==> src/rtl/mrt_pkg.sv <==
// Shared MinRoot types: polynomial operand, exponent-sequencer states and default squaring count.
package mrt_pkg;

    localparam int PolyW       = 32;
    localparam int ExpSqrCount = 256;

    typedef logic [PolyW-1:0] poly_t;

    typedef enum logic [1:0] {
        IDLE,
        LOAD,
        SQR,
        DRAIN
    } seq_state_e;

endpackage

==> src/rtl/poly_exp_seq.sv <==
// Square-and-reduce sequencer: drives datapath strobes and forwards exponent taps over valid/ready.
// Optional POLY_EXP_SEQ_ABORT_EN adds abort_i, which returns any active run to IDLE without done_o.
//
// state | meaning
// IDLE  | ready_o=1, waiting for start_i
// LOAD  | datapath loads x into the squarer
// SQR   | one squaring per cycle, tap captured on mul_o when exp_q[cnt] is set
// DRAIN | wait for the last tap to be consumed, then pulse done_o
module poly_exp_seq
    import mrt_pkg::*;
#(
    parameter int NumSqr  = ExpSqrCount,
    parameter int CntBits = $clog2(NumSqr + 1)
) (
    input  logic               clk_i,
    input  logic               rst_ni,
    input  logic               start_i,
    input  poly_t              x_i,
    input  logic [NumSqr:0]    exp_i,
`ifdef POLY_EXP_SEQ_ABORT_EN
    input  logic               abort_i,
`endif
    output logic               ready_o,
    output logic               done_o,
    output poly_t              x_o,
    output logic               sel_x_o,
    output logic               adv_sqr_o,
    output logic               adv_mul_o,
    output logic               mul_valid_o,
    input  logic               mul_ready_i,
    output logic [CntBits-1:0] tap_idx_o
);

    seq_state_e         state_q, state_d;
    logic [CntBits-1:0] cnt_q, cnt_d;
    logic [NumSqr:0]    exp_q, exp_d;
    poly_t              x_q, x_d;
    logic               mul_valid_q, mul_valid_d;
    logic [CntBits-1:0] tap_idx_q, tap_idx_d;
    logic               done_q, done_d;
    logic               tap, stall;

    always_comb begin
        state_d     = state_q;
        cnt_d       = cnt_q;
        exp_d       = exp_q;
        x_d         = x_q;
        mul_valid_d = mul_valid_q;
        tap_idx_d   = tap_idx_q;
        done_d      = 1'b0;
        sel_x_o     = 1'b0;
        adv_sqr_o   = 1'b0;
        adv_mul_o   = 1'b0;
        tap         = 1'b0;
        stall       = 1'b0;

        if (mul_valid_q && mul_ready_i) begin
            mul_valid_d = 1'b0;
        end

        case (state_q)
            IDLE: begin
                if (start_i) begin
                    x_d     = x_i;
                    exp_d   = exp_i;
                    cnt_d   = CntBits'(1);
                    state_d = LOAD;
                end
            end
            LOAD: begin
                sel_x_o   = 1'b1;
                adv_sqr_o = 1'b1;
                state_d   = SQR;
            end
            SQR: begin
                tap   = exp_q[cnt_q];
                // Only a tap can stall: it would overwrite an unconsumed mul_o.
                stall = tap && mul_valid_q && !mul_ready_i;
                if (!stall) begin
                    adv_sqr_o = 1'b1;
                    adv_mul_o = tap;
                    if (tap) begin
                        mul_valid_d = 1'b1;
                        tap_idx_d   = cnt_q;
                    end
                    cnt_d = cnt_q + CntBits'(1);
                    if (cnt_q == CntBits'(NumSqr)) begin
                        state_d = DRAIN;
                    end
                end
            end
            DRAIN: begin
                if (!mul_valid_q || mul_ready_i) begin
                    state_d = IDLE;
                    done_d  = 1'b1;
                end
            end
            default: state_d = IDLE;
        endcase

`ifdef POLY_EXP_SEQ_ABORT_EN
        if (abort_i && state_q != IDLE) begin
            state_d     = IDLE;
            sel_x_o     = 1'b0;
            adv_sqr_o   = 1'b0;
            adv_mul_o   = 1'b0;
            mul_valid_d = 1'b0;
            tap_idx_d   = tap_idx_q;
            done_d      = 1'b0;
        end
`endif
    end

    always_ff @(posedge clk_i or negedge rst_ni) begin
        if (!rst_ni) begin
            state_q     <= IDLE;
            cnt_q       <= '0;
            exp_q       <= '0;
            x_q         <= '0;
            mul_valid_q <= 1'b0;
            tap_idx_q   <= '0;
            done_q      <= 1'b0;
        end else begin
            state_q     <= state_d;
            cnt_q       <= cnt_d;
            exp_q       <= exp_d;
            x_q         <= x_d;
            mul_valid_q <= mul_valid_d;
            tap_idx_q   <= tap_idx_d;
            done_q      <= done_d;
        end
    end

    assign ready_o     = (state_q == IDLE);
    assign done_o      = done_q;
    assign x_o         = x_q;
    assign mul_valid_o = mul_valid_q;
    assign tap_idx_o   = tap_idx_q;

endmodule
==> config.mk <==
export PLATFORM = sky130hd
export DESIGN_NAME = poly_exp_seq
export DESIGN_NICKNAME = d
export VERILOG_FILES = /design/src/rtl/mrt_pkg.sv /design/src/rtl/poly_exp_seq.sv
export SDC_FILE = /design/constraint.sdc
export NUM_CORES = 1
export LEC_CHECK = 0
export CAP_MARGIN = 20
export CORE_MARGIN = 1.5
export CORE_UTILIZATION = 35
export CTS_BUF_LIST = sky130_fd_sc_hd__clkbuf_2 sky130_fd_sc_hd__clkbuf_4 sky130_fd_sc_hd__clkbuf_8
export CTS_CLUSTER_DIAMETER = 150
export DETAILED_ROUTE_END_ITERATION = 10
export GPL_ROUTABILITY_DRIVEN = 0
export REMOVE_ABC_BUFFERS = 1
export SLEW_MARGIN = 40
export SYNTH_ARGS = -nofsm -noshare
export SYNTH_HDL_FRONTEND = slang
export SYNTH_SLANG_ARGS = --single-unit
==> constraint.sdc <==
create_clock -name clk_i -period 7.3 [get_ports clk_i]
set_input_delay 2.19 -clock clk_i [delete_from_list [all_inputs] [get_ports clk_i]]
set_output_delay 2.19 -clock clk_i [all_outputs]
set_load 0.02 [all_outputs]
# ---- Word-level counts from Yosys, hierarchy flattened
# Cells that the tools add are included.
# W data, S select, Z words.
dict set report op_classes {
  add_sub_neg 1
  n_reduce_logical 12
  mux 21
  bitwise 1
  n_eq_ne 8
  order_cmp 1
}
# op n
set op_table {}
lappend op_table {{$mux W9} 2}
lappend op_table {{$pmux W9 S2} 1}
lappend op_table {{$mux W1} 11}
lappend op_table {{$lt A9 B10 Y1 const B} 1}
lappend op_table {{$add A9 B1 Y9 const B} 1}
lappend op_table {{$bmux W1 S9} 1}
lappend op_table {{$eq A9 B9 Y1 const B} 1}
lappend op_table {{$mux W2} 4}
lappend op_table {{$ne A2 B2 Y1 const B} 4}
lappend op_table {{$pmux W2 S4} 1}
lappend op_table {{$reduce_and A3 Y1} 2}
lappend op_table {{$eq A2 B2 Y1 const B} 2}
lappend op_table {{$reduce_and A4 Y1} 1}
lappend op_table {{$logic_and A1 B1 Y1} 3}
lappend op_table {{$eq A2 B1 Y1 const B} 1}
lappend op_table {{$logic_not A1 Y1} 2}
lappend op_table {{$logic_not A2 Y1} 1}
lappend op_table {{$pmux W1 S2} 1}
lappend op_table {{$reduce_and A2 Y1} 1}
lappend op_table {{$reduce_bool A2 Y1} 1}
lappend op_table {{$logic_or A1 B1 Y1} 1}
lappend op_table {{$not A1 Y1} 1}
dict set report word_totals {
  in_bits 293
  regBits 311
  out_inout_bits 47
}

# ---- Logic depth before layout (Yosys ltp)
dict set report logic_depth {
  depth_word 6
  ltp_mapped 12
  depth_no_buf 8
}

# ---- Least setup slack after synthesis
# Ideal clock, no wire load.
dict set report synth_timing {
  kind {input port to output port}
  start {in mul_ready_i}
  end {out adv_sqr_o}
  cell_stages 4
  arrival_ns 3.066
  t_required_ns 5.110
  path_buffers 0
  path_slack_ns 2.044
  cell_sequence {nand2b_1 > a31oi_1 > nor2_1 > o21a_1}
}
dict set report synth_between {
  elab_chain_cells 4
}
# item line
set synth_rtl {}
lappend synth_rtl {{start, declared} poly_exp_seq.sv:30} ;# input logic mul_ready_i,
lappend synth_rtl {{$logic_not A1 Y1} poly_exp_seq.sv:78} ;# stall = tap && mul_valid_q && !mul_ready_i;
lappend synth_rtl {{$logic_and A1 B1 Y1} poly_exp_seq.sv:78}
lappend synth_rtl {{$mux W1} poly_exp_seq.sv:79} ;# if (!stall) begin
lappend synth_rtl {{$pmux W1 S2} poly_exp_seq.sv:61} ;# case (state_q)
lappend synth_rtl {{end, declared} poly_exp_seq.sv:27} ;# output logic adv_sqr_o,
# No other way between the ends.

# ---- Final worst setup path
dict set report layout_timing {
  start {reg cnt_q[1]}
  end {out adv_sqr_o}
}
dict set report layout_between {
  elab_chain_cells 6
}
# item line
set layout_rtl {}
lappend layout_rtl {{start, declared} poly_exp_seq.sv:35} ;# logic [CntBits-1:0] cnt_q, cnt_d;
lappend layout_rtl {{start signal, assigned} poly_exp_seq.sv:125} ;# cnt_q <= cnt_d;
lappend layout_rtl {{$bmux W1 S9} poly_exp_seq.sv:76} ;# tap = exp_q[cnt_q];
lappend layout_rtl {{$mux W1 (not written as such)} poly_exp_seq.sv:76}
lappend layout_rtl {{$logic_and A1 B1 Y1 (2 in a row)} poly_exp_seq.sv:78}
lappend layout_rtl {{$mux W1} poly_exp_seq.sv:79}
lappend layout_rtl {{$pmux W1 S2} poly_exp_seq.sv:61}
# No other way between the ends. The select of a mux whose other input is x is not followed.

==> results.ini <==
[status]
outcome=finished, final reports clean

[sta]
setup_viol=0
fin_skew_ns=0.02053
hold_viol_final=0
setup-tns-final_ns=0
fin_crit_ns=6.816
rsz0062_at_grt=no
maxSlewHeadroom=0.4324
worst_hold_slack_ns=0.4983
worstMarginPinSlew_ns=0.8515
max_freq_mhz=146.7
setup_slack_ns=0.4836
maxSlewViolCount=0
finalCritPeriodShare=0.9338

[synthesis]
yosysUniqueCellTypes=70
ys_warn_count=0
synthFlopType=dfrtp_1
netlist.top_cell.by_area=dfrtp_1
syn_inst=935
yosysMostFrequentCell=dfrtp_1
async_flop_share=1.000
syn_avg_cell_area_um2=15.25
yosysTopAreaCellShare=0.5458
synth_area_leaders=dfrtp_1 (55%), mux2_2 (24%), mux4_2 (7.1%), mux2i_1 (1.4%), mux4_1 (1.1%)
synth_seq_cells=311
ys_seq_area_frac=0.5458
synth_edf_count=0
syn-cell-area_um2=14260
ys_top_cells_by_count=dfrtp_1 (311), mux2_2 (309), mux4_2 (45)

[worst_setup_path]
cp-start-kind=flop
r2r-start=cnt_q[1]
required_ns=5.11
endpoint_kind=output pin
r2r_slack_ns=3.62
cp.arrival_ns=4.63
r2r-end=cnt_q[2]
cp_max_fo=31
r2r_cells=9
path_class=flop to output pin

[pwr]
leakagePower_nw=7.830
pwr-share-seq=0.395
netSwitchingPower_mw=2.535
combPwrFrac=0.406
powerDensity_nw_per_um2=410.4
switching_share=0.3227
p_total_mw=7.855
ir_drop_mv=0.1709
p_int_mw=5.320
clockPowerShare=0.199

[drt]
drt-total-wl_mm=39.50
drtPass1Iterations=6
routed_via_density=5.009
drc=0
drt-wirelength-per-cell_um=21.46
dr.first_iter.drc_count=316
ant_nets=0
vias=9222

[clock_tree]
cts_setup_buffers=0
cts_tree=built
clkTransAtPathRegs_ns=0.06
insertion_delay_ns=0.63
post_cts_resized=0
hold_buffers=0
cts.sinks=311
numCtsBuffers=54
root_buffer=clkbuf_8
cts_buffer_depth=3
htree_num_levels=2

[floorplan]
dieHeight_um=204.8
coreArea_um2=40010
die_x_um=204.8
dieArea_um2=41960
io_pins=340
start_util=0.3564
rows=73

[global_routing]
grt_pass1_wl_mm=60.40
grt_max_degree=120
grt_use_total=0.1912
grt_overflow_total=0
first_global_vias=10155
antenna_found_initial=7

[layout]
nFillCells=3629
fin_area_um2=19140
fin_util=0.4785
layout-drive-gt1-share=0.3602
instances_no_fill=1841
area_delta_synth_final_pct=34.25
nets=1582

[worst_hold_path]
hp-start=exp_q[141]
min_to=exp_q[141]
hold_depth=1
hold_path_class=flop to flop

[placed_design]
hpwl_mm=27.88
place_inst=1752
io_buffers=339
place_area_um2=18100
pre_cts_slack_ns=0.9358

[run]
drv_cap=0

power by group through the flow:
stage	registers [mW]	logic, mW	clock network [mW]
6_report	3.10	3.19	1.57
4_1_cts	3.11	3.24	1.63
3_3_place_gp	3.18	3.08	0
3_5_place_dp	3.13	3.22	0
2_1_floorplan	3.15	2.34	0
5_1_grt	3.21	3.44	1.71
critical path, stage by stage, from the launching register on:
cell	delay (ns)
dfrtp_4	0.76
buf_4	0.47
nand2_1	0.17
or3_1	0.39
o2111ai_1	0.11
o2111ai_1	0.26
or4_4	0.51
a31oi_1	0.40
nor2_1	0.15
o21a_1	0.19
clkdlybuf4s50_1	0.57
cell usage in the layout, fill, tap and decap left out, types with 4 or more instances in the layout:
master	count
a211oi_1	5
a21oi_1	5
a22oi_1	5
buf_12	6
buf_4	8
clkbuf_4	18
clkbuf_8	63
clkdlybuf4s50_1	338
clkinv_2	4
dfrtp_1	308
ha_1	6
inv_1	8
mux2_2	309
mux2i_1	20
mux4_1	6
mux4_2	45
nand2_1	36
nand3_1	9
nand4_1	7
nor2_1	9
nor2b_1	6
nor3_1	10
o2111ai_1	4
o21ai_0	9
o32ai_2	4
cell type report:
type | instances | area (um^2) | area share
Sequential cell | 311 | 7791 | 0.4070
Multi-Input combinational cell | 552 | 6037 | 0.3154
Timing Repair Buffer | 353 | 3578 | 0.1869
Clock buffer | 81 | 1002 | 0.05236
Tap cell | 525 | 656.9 | 0.03432
Inverter | 11 | 41.29 | 0.002157
Clock inverter | 5 | 27.53 | 0.001438
Antenna cell | 3 | 7.507 | 0.0003922
routing by layer:
metal	wire, um	track usage	vias to the layer above
li1	-	-	4182
met1	17110	0.2510	4722
met2	18730	0.3048	242
met3	2737	0.05838	66
met4	857	0.05357	10
met5	62	0	-
logic make-up after synthesis:
group,after synthesis,share of synthesized area
buf+inv,72,0.03194
fa+ha+maj,6,0.005265
compound gates,68,0.04168
simple gates,97,0.03431
mux,381,0.3410
flops,311,0.5458
sequential cells by signal, summed over array words and instances, names as in the netlist:
register     cells
x_o             32
cnt_q            9
done_o           1
tap_idx_o        9
state_q          2
mul_valid_o      1
exp_q          257
worst max-delay path by stage:
| stage | start | to | slack (ns) | depth (start not counted) |
|---|---|---|---|---|
| floorplan | start_i | cnt_q[0] | -2.00 | 4 |
| global placement | cnt_q[0] | adv_sqr_o | 0.80 | 10 |
| detailed placement | mul_ready_i | adv_sqr_o | 0.94 | 6 |
| CTS | cnt_q[1] | adv_sqr_o | 0.39 | 10 |
| global route | cnt_q[1] | adv_sqr_o | 0.26 | 10 |
| finish | cnt_q[1] | adv_sqr_o | 0.48 | 10 |
No activity file was read; power rests on OpenSTA's default activity.
